`src/rtl/instruction_fetch_unit_if.sv`:
```
// ---------------------------------------------------------------------------
// instruction_fetch_unit_if
// Instruction-memory fetch bus between the fetch stage and instruction memory.
//   IMemAddr  : word-aligned byte address of the requested instruction
//   IMemReq   : fetch request, held until IMemReady is seen
//   IMemReady : memory presents IMemData for IMemAddr this cycle
//   IMemData  : 32-bit instruction word
// Modports: master = fetch unit, slave = instruction memory.
// ---------------------------------------------------------------------------
interface instruction_fetch_unit_if;
   logic [31:0] IMemAddr;
   logic        IMemReq;
   logic        IMemReady;
   logic [31:0] IMemData;

   modport master (
      output IMemAddr,
      output IMemReq,
      input  IMemReady,
      input  IMemData
   );

   modport slave (
      input  IMemAddr,
      input  IMemReq,
      output IMemReady,
      output IMemData
   );
endinterface

```
`src/rtl/instruction_fetch_unit.sv`:
```
// ---------------------------------------------------------------------------
// instruction_fetch_unit
// MIPS-32 instruction fetch stage. Holds the PC, fetches one instruction word
// per request over the imem handshake, latches it into the instruction
// register and computes the next PC from Jump / Branch / Zero when the
// downstream stage signals Advance.
// Ports:
//   Clk, Reset_n      : clock, asynchronous active-low reset
//   imem (master)     : IMemAddr/IMemReq out, IMemReady/IMemData in
//   Advance           : current instruction consumed, PC may move on
//   Branch, Zero, Jump: next-PC selection, sampled in the Advance cycle
//   Instruction       : instruction register
//   OpCode            : Instruction[31:26]
//   PC, PCPlus4       : address of Instruction and PC + 4 (mod 2^32)
//   InstrValid        : Instruction holds a fetched, not-yet-retired word
// ---------------------------------------------------------------------------
module instruction_fetch_unit #(
   parameter logic [31:0] RESET_PC = 32'h0000_0000
) (
   input  logic                            Clk,
   input  logic                            Reset_n,
   instruction_fetch_unit_if.master        imem,
   input  logic                            Advance,
   input  logic                            Branch,
   input  logic                            Zero,
   input  logic                            Jump,
   output logic [31:0]                     Instruction,
   output logic [5:0]                      OpCode,
   output logic [31:0]                     PC,
   output logic [31:0]                     PCPlus4,
   output logic                            InstrValid
);

   localparam logic [31:0] RESET_PC_ALIGNED = {RESET_PC[31:2], 2'b00};

   typedef enum logic {
      FETCH = 1'b0,
      ISSUE = 1'b1
   } state_t;

   state_t      state_q, state_d;
   logic [31:0] pc_q, pc_d;
   logic [31:0] instr_q, instr_d;
   logic        valid_q, valid_d;

   logic [31:0] pc_plus4;
   logic [31:0] next_pc;

   // PC-relative branch target: sign-extended word offset added to PC+4;
   // the carry out of bit 31 is dropped so the address wraps.
   function automatic logic [31:0] branch_target(input logic [31:0] pc4,
                                                 input logic [15:0] imm);
      logic signed [31:0] offset;
      offset = {{14{imm[15]}}, imm, 2'b00};
      return pc4 + $unsigned(offset);
   endfunction

   assign pc_plus4 = pc_q + 32'd4;

   // Jump has priority over a taken branch.
   always_comb begin
      next_pc = pc_plus4;
      if (Jump) begin
         next_pc = {pc_plus4[31:28], instr_q[25:0], 2'b00};
      end else if (Branch && Zero) begin
         next_pc = branch_target(pc_plus4, instr_q[15:0]);
      end
   end

   always_comb begin
      state_d = state_q;
      pc_d    = pc_q;
      instr_d = instr_q;
      valid_d = valid_q;
      case (state_q)
         FETCH: begin
            if (imem.IMemReady) begin
               instr_d = imem.IMemData;
               valid_d = 1'b1;
               state_d = ISSUE;
            end
         end
         ISSUE: begin
            if (Advance) begin
               pc_d    = next_pc;
               valid_d = 1'b0;
               state_d = FETCH;
            end
         end
         default: begin
            state_d = FETCH;
         end
      endcase
   end

   always_ff @(posedge Clk or negedge Reset_n) begin
      if (!Reset_n) begin
         state_q <= FETCH;
         pc_q    <= RESET_PC_ALIGNED;
         instr_q <= 32'h0000_0000;
         valid_q <= 1'b0;
      end else begin
         state_q <= state_d;
         pc_q    <= pc_d;
         instr_q <= instr_d;
         valid_q <= valid_d;
      end
   end

   // Request is decoded from state only; gating with Reset_n makes it drop
   // the moment reset is asserted, even between clock edges.
   assign imem.IMemReq  = (state_q == FETCH) && Reset_n;
   assign imem.IMemAddr = pc_q;

   assign Instruction = instr_q;
   assign OpCode      = instr_q[31:26];
   assign PC          = pc_q;
   assign PCPlus4     = pc_plus4;
   assign InstrValid  = valid_q;

endmodule

```
`src/flat_wrapper.sv`:
```
// flat-port wrapper written by rule: the top's interface ports become plain ports
module instruction_fetch_unit_flat 
#(
   parameter logic [31:0] RESET_PC = 32'h0000_0000
)
  (Clk, Reset_n, Advance, Branch, Zero, Jump, Instruction, OpCode, PC, PCPlus4, InstrValid, imem_IMemAddr, imem_IMemReq, imem_IMemReady, imem_IMemData);
  instruction_fetch_unit_if imem_i ();
  input  logic Clk;
  input  logic Reset_n;
  input  logic Advance;
  input  logic Branch;
  input  logic Zero;
  input  logic Jump;
  output logic [31:0] Instruction;
  output logic [5:0] OpCode;
  output logic [31:0] PC;
  output logic [31:0] PCPlus4;
  output logic InstrValid;
  output wire logic [$bits(imem_i.IMemAddr)-1:0] imem_IMemAddr;
  output wire logic [$bits(imem_i.IMemReq)-1:0] imem_IMemReq;
  input wire logic [$bits(imem_i.IMemReady)-1:0] imem_IMemReady;
  input wire logic [$bits(imem_i.IMemData)-1:0] imem_IMemData;
  assign imem_IMemAddr = imem_i.IMemAddr;
  assign imem_IMemReq = imem_i.IMemReq;
  assign imem_i.IMemReady = imem_IMemReady;
  assign imem_i.IMemData = imem_IMemData;
  instruction_fetch_unit #(.RESET_PC(RESET_PC)) u_core (.Clk(Clk), .Reset_n(Reset_n), .imem(imem_i), .Advance(Advance), .Branch(Branch), .Zero(Zero), .Jump(Jump), .Instruction(Instruction), .OpCode(OpCode), .PC(PC), .PCPlus4(PCPlus4), .InstrValid(InstrValid));
endmodule
```
`config.mk`:
```
export PLATFORM = sky130hd
export DESIGN_NAME = instruction_fetch_unit_flat
export DESIGN_NICKNAME = d
export VERILOG_FILES = /design/src/rtl/instruction_fetch_unit_if.sv /design/src/rtl/instruction_fetch_unit.sv /design/src/flat_wrapper.sv
export SDC_FILE = /design/constraint.sdc
export NUM_CORES = 1
export LEC_CHECK = 0
export CORE_UTILIZATION = 43
export CTS_CLUSTER_DIAMETER = 100
export CTS_CLUSTER_SIZE = 24
export DETAILED_ROUTE_END_ITERATION = 7
export PLACE_DENSITY = 0.76
export SLEW_MARGIN = 20
export SYNTH_ARGS = -nofsm -noshare
export SYNTH_HDL_FRONTEND = slang
export SYNTH_SLANG_ARGS = --single-unit
```
`constraint.sdc`:
```
create_clock -name Clk -period 3.2 [get_ports Clk]
set_input_delay 0.96 -clock Clk [delete_from_list [all_inputs] [get_ports Clk]]
set_output_delay 0.96 -clock Clk [all_outputs]
set_load 0.05 [all_outputs]
```
Word level (Yosys, flattened, before mapping)
Index checks and enable logic that the tools add are counted.

Logic and storage cells: 22. Flip-flop bits (word level): 66. Input port bits: 39. Output and inout bits: 136.

$add $sub $neg: 2. Bitwise operators: 1. Equal/unequal tests: 2. Reduce and logical (&&, ||, !) cells: 5. Mux-type cells: 8.

Operators by type and width (number): 32-bit 2-to-1 mux (2); 32-bit by 3-bit adder with 32-bit output, second input constant (1); 32-bit adder (1); 2-bit AND reduction (3); 1-bit 2-to-1 mux (4); 2-bit != test, second input constant (2); 1-bit case mux with 2 select lines (2); 1-bit logical AND (2); 1-bit NOT (1).

Depth between registers and ports, before layout
Depth after elaboration: 4. Gate-level depth with buffers: 16. Depth with buffers taken out: 15.

Worst setup path after synthesis
OpenSTA, ideal clock, no wires.

Kind: register to register. Start point: register u_core.pc_q[9], in the netlist u_core.PC[9]. End point: register u_core.pc_q[31], in the netlist u_core.PC[31]. Data required time: 3075 ps. Path buffers: 0. Setup time: 125 ps. Cell stages (with the launch flop): 15. Arrival: 4637 ps. Clock period less this slack: 4761 ps. Setup slack: -1561 ps. Cells stage by stage: dfrtp_1 > nand3_2 > or3_4 > or3_4 > nor3_4 > nand2_1 > xnor2_1 > ha_1 > a21o_1 > a21oi_1 > o22ai_1 > o21ba_2 > a211oi_1 > xnor2_1 > mux2_2.

Longest elaborated chain between the ends: 4.

Ends and longest elaborated chain: start: declaration (line instruction_fetch_unit.sv:42) `logic [31:0] pc_q, pc_d;`; start signal: assignment (line instruction_fetch_unit.sv:104) `pc_q <= pc_d;`; 32-bit by 3-bit adder with 32-bit output (line instruction_fetch_unit.sv:58) `assign pc_plus4 = pc_q + 32'd4;`; via PCPlus4[25] (line flat_wrapper.sv:17) `output logic [31:0] PCPlus4;`; 32-bit adder (line instruction_fetch_unit.sv:55) `return pc4 + $unsigned(offset);`; 32-bit 2-to-1 mux (line instruction_fetch_unit.sv:65) `end else if (Branch && Zero) begin`; 32-bit 2-to-1 mux (line instruction_fetch_unit.sv:63) `if (Jump) begin`.

The timed path passes the listed nets, and every way through them passes these cells. A chain may end at the register's enable or synchronous reset.

Worst setup path in the final report
Start point: register u_core.pc_q[9], in the netlist u_core.PC[9]. End point: register u_core.pc_q[31], in the netlist u_core.PC[31].

Longest elaborated chain between the ends: 4.

Ends and longest elaborated chain (line): 32-bit by 3-bit adder with 32-bit output * (instruction_fetch_unit.sv:58); 32-bit adder (instruction_fetch_unit.sv:55); 32-bit 2-to-1 mux (instruction_fetch_unit.sv:65); 32-bit 2-to-1 mux * (instruction_fetch_unit.sv:63).

Every way passes the cells marked *; elsewhere a longest branch is shown, timed or not.

==> flow_summary.ini <==
[critical_path]
cp.required_ns = 3.43
startpoint_type = flop
critPathArrivalTime_ns = 3.77
r2r_slack_ns = -0.34
endpoint_kind = flop
path_cells = nand3_2, or3_4, or3_4, buf_4, nor2_4, buf_6, xor2_4, ha_1, and3_4, a21oi_4, o22ai_2, o21ba_2, a211oi_2, xnor2_1, mux2_2
path_max_fanout = 4
r2r-end = u_core.PC[31]
path_delay_family = simple AND/OR/NAND/NOR gates
critical-path-max-stage-delay_ns = 0.44
slowest_stage = or3_4
ff2ff_path_depth = 15
crit_buf_inv = 2
crit_path_frequent_cell = or3_4
critical_path_class = reg -> reg
worstReg2RegStart = u_core.PC[9]

[placed_design]
pre_cts_slack_ns = -0.428
gp_congestion = 0.912
port_buffers = 168
place_inst = 1062
dp_hpwl_um = 15400

[yosys]
synth_mux_area_frac = 0.0782
synth-edff-count = 0
ys.warnings.count = 0
synth.largest_area_cell = dfrtp_1
yosysTopAreaCellShare = 0.296
synth_area_leaders = dfrtp_1 30%, ha_1 8.3%, mux2_2 7.1%
synth_area_per_cell_sq_um = 8.57
synth_common_cells = 64 x dfrtp_1, 56 x nand2_1, 55 x nor2_1
syn_inst = 631
ys_ff_latch = 64
ys_async_sr_fraction = 1.00
synth_top_family_by_area = compound AO/OA/AOI/OAI gates
synth.cell_area_sq_um = 5410
synth-xor-area-share = 0.0823
yosys.area_share.simple = 0.173
yosys.cell_count.top_type = dfrtp_1
synth.distinct_cells = 58
synthAdderAreaFrac = 0.0870
synth_ff_type = dfrtp_1
ys_seq_area_frac = 0.296
synth_compound_area_frac = 0.201

[die]
die_width_um = 114
io_pins = 175
placementRows = 40
fp.dieH_um = 114
core_area_sq_um = 12200
start_util = 0.445
dieArea_sq_um = 13000

[routing]
topRoutingLayerUsed = met4
via_per_inst = 5.66
wire_per_inst_um = 19.8
drt-initial-drc-count = 451
wl_met3_um = 1500
drc_errors = 0
drtPass1Iterations = 7
vias = 6288
wl_met2_um = 11000
drt_wl_total_um = 22000
wl_met1_um = 8960
antenna_left = 0

[sta]
min_period_over_period = 1.11
rsz0062_at_grt = true
finalMaxSlewViolations = 0
relSlewSlack = 0.424
max_freq_ghz = 0.283
finClkSkew_ns = 0.00893
hold_viol = 0
period_minus_slack_ns = 3.54
fin_ws_ns = -0.339
tightest_slew_ns = 0.864
whs_ns = 0.543
setup_violations = 24

[hold_path]
min_to = u_core.InstrValid
hold_class = reg -> reg
min_path_cells = 2
min-delay-start = u_core.InstrValid

[power]
leakage_nw = 4.29
power_density_nw_per_um2 = 1220
ir_drop_uv = 880
power.total_mw = 12.1

[final_layout]
stdcell_count = 1110
fin_util = 0.817
area_growth_syn_to_layout_pct = 83.6
nets = 1013
drive_gt1_frac = 0.428
n_antenna_cell = 0

[clock_network]
cts.sinks = 64
clockBufferDepth = 2
cts_htree_levels = 3
clk_pin_slew_ns = 0.06
numCtsBuffers = 9
cts_hold_buffers = 0
cts_tree = built
cts-root-buf = clkbuf_16
clk_latency_ns = 0.34

[global_route]
grt_pass1_vias = 6279
antenna_found_initial = 0
globalRouteTotalUtil = 0.326
grt_max_degree = 65
grt_pass1_wl_um = 32400
gr-total-overflow = 0

[status]
status = finished, violations left
violations = negative setup slack

[job]
drv_cap = 0
==> cell type report <==
cell class,count,area (sq um)
Clock buffer,10,239
Inverter,9,33.8
Tap cell,168,210
Multi-Input combinational cell,496,4350
Fill cell,745,2230
Sequential cell,64,1620
Clock inverter,6,90.1
Timing Repair Buffer,357,3390
==> worst reg2reg max path, stage by stage, from the launching register on <==
cell,delay [ns]
dfrtp_2,0.37
nand3_2,0.08
or3_4,0.35
or3_4,0.44
buf_4,0.16
nor2_4,0.08
buf_6,0.11
xor2_4,0.27
ha_1,0.31
and3_4,0.20
a21oi_4,0.18
o22ai_2,0.09
o21ba_2,0.22
a211oi_2,0.24
xnor2_1,0.09
mux2_2,0.26
==> worst max path at each step <==
stage                        from            end  slack, ns  cells past startpoint
floorplan            u_core.PC[4]  u_core.PC[31]      -0.74                     14
global placement     u_core.PC[6]  u_core.PC[30]      -0.42                     14
detailed placement   u_core.PC[6]  u_core.PC[30]      -0.43                     14
CTS                  u_core.PC[9]  u_core.PC[31]      -0.29                     14
global route        u_core.PC[10]  u_core.PC[31]      -0.49                     14
finish               u_core.PC[9]  u_core.PC[31]      -0.34                     15
==> cells by family after synthesis <==
family | Yosys count
and+or+nand+nor | 193
AOI/OAI and AO/OA | 172
buffers and inverters | 76
DFF | 64
xor gates and xnor gates | 50
muxes | 38
adders and majority gates | 37
other | 1
==> placed cells by master (no fill, tap or decap), types with 8 or more instances in the layout <==
cell and n:
nand2_1 50, ha_4 11, nand4_1 8, dfrtp_2 14, dfrtp_1 50, buf_4 175, xnor2_4 10, xnor2_2 9
a21o_1 17, inv_1 8, mux2_2 33, o22ai_1 9, ha_1 24, nand3_1 12, clkdlybuf4s50_1 138, clkbuf_16 9
nor2_1 47, a21oi_1 34, xor2_1 10, o21ai_1 12, and3_1 8, a21oi_2 10, xnor2_1 14, o21ai_0 24
buf_6 20, buf_12 23
==> layer usage <==
layer | track usage | vias up
li1 | - | 2842
met1 | 0.422 | 3090
met2 | 0.555 | 308
met3 | 0.0429 | 48
met4 | 0.126 | 0
met5 | 0 | -
==> repair_timing <==
item	CTS	global route
setup buffers	14	21
pin swaps	29	40
resized for setup	76	63
endpoints found under the setup margin	24	27
==> power by group <==
group	internal [mW]	switching, mW
registers	1.08	0.299
logic	4.18	5.43
clock network	0.708	0.406
==> stage by stage <==
stage | cell area [sq um] | TNS (ns)
after floorplan | 5860 | -9.93
after global placement | 8740 | -2.47
after detailed placement | 8740 | -3.03
after CTS | 9460 | -2.13
after global routing | 9930 | -7.30
final | 9930 | -4.66
==> flip-flops by register name, indices dropped and copies added (netlist names) <==
register,cells
u_core.PC,30
u_core.InstrValid,1
u_core.Instruction,32
u_core.state_q,1
Note: power is estimated with default switching activity, not from simulation.
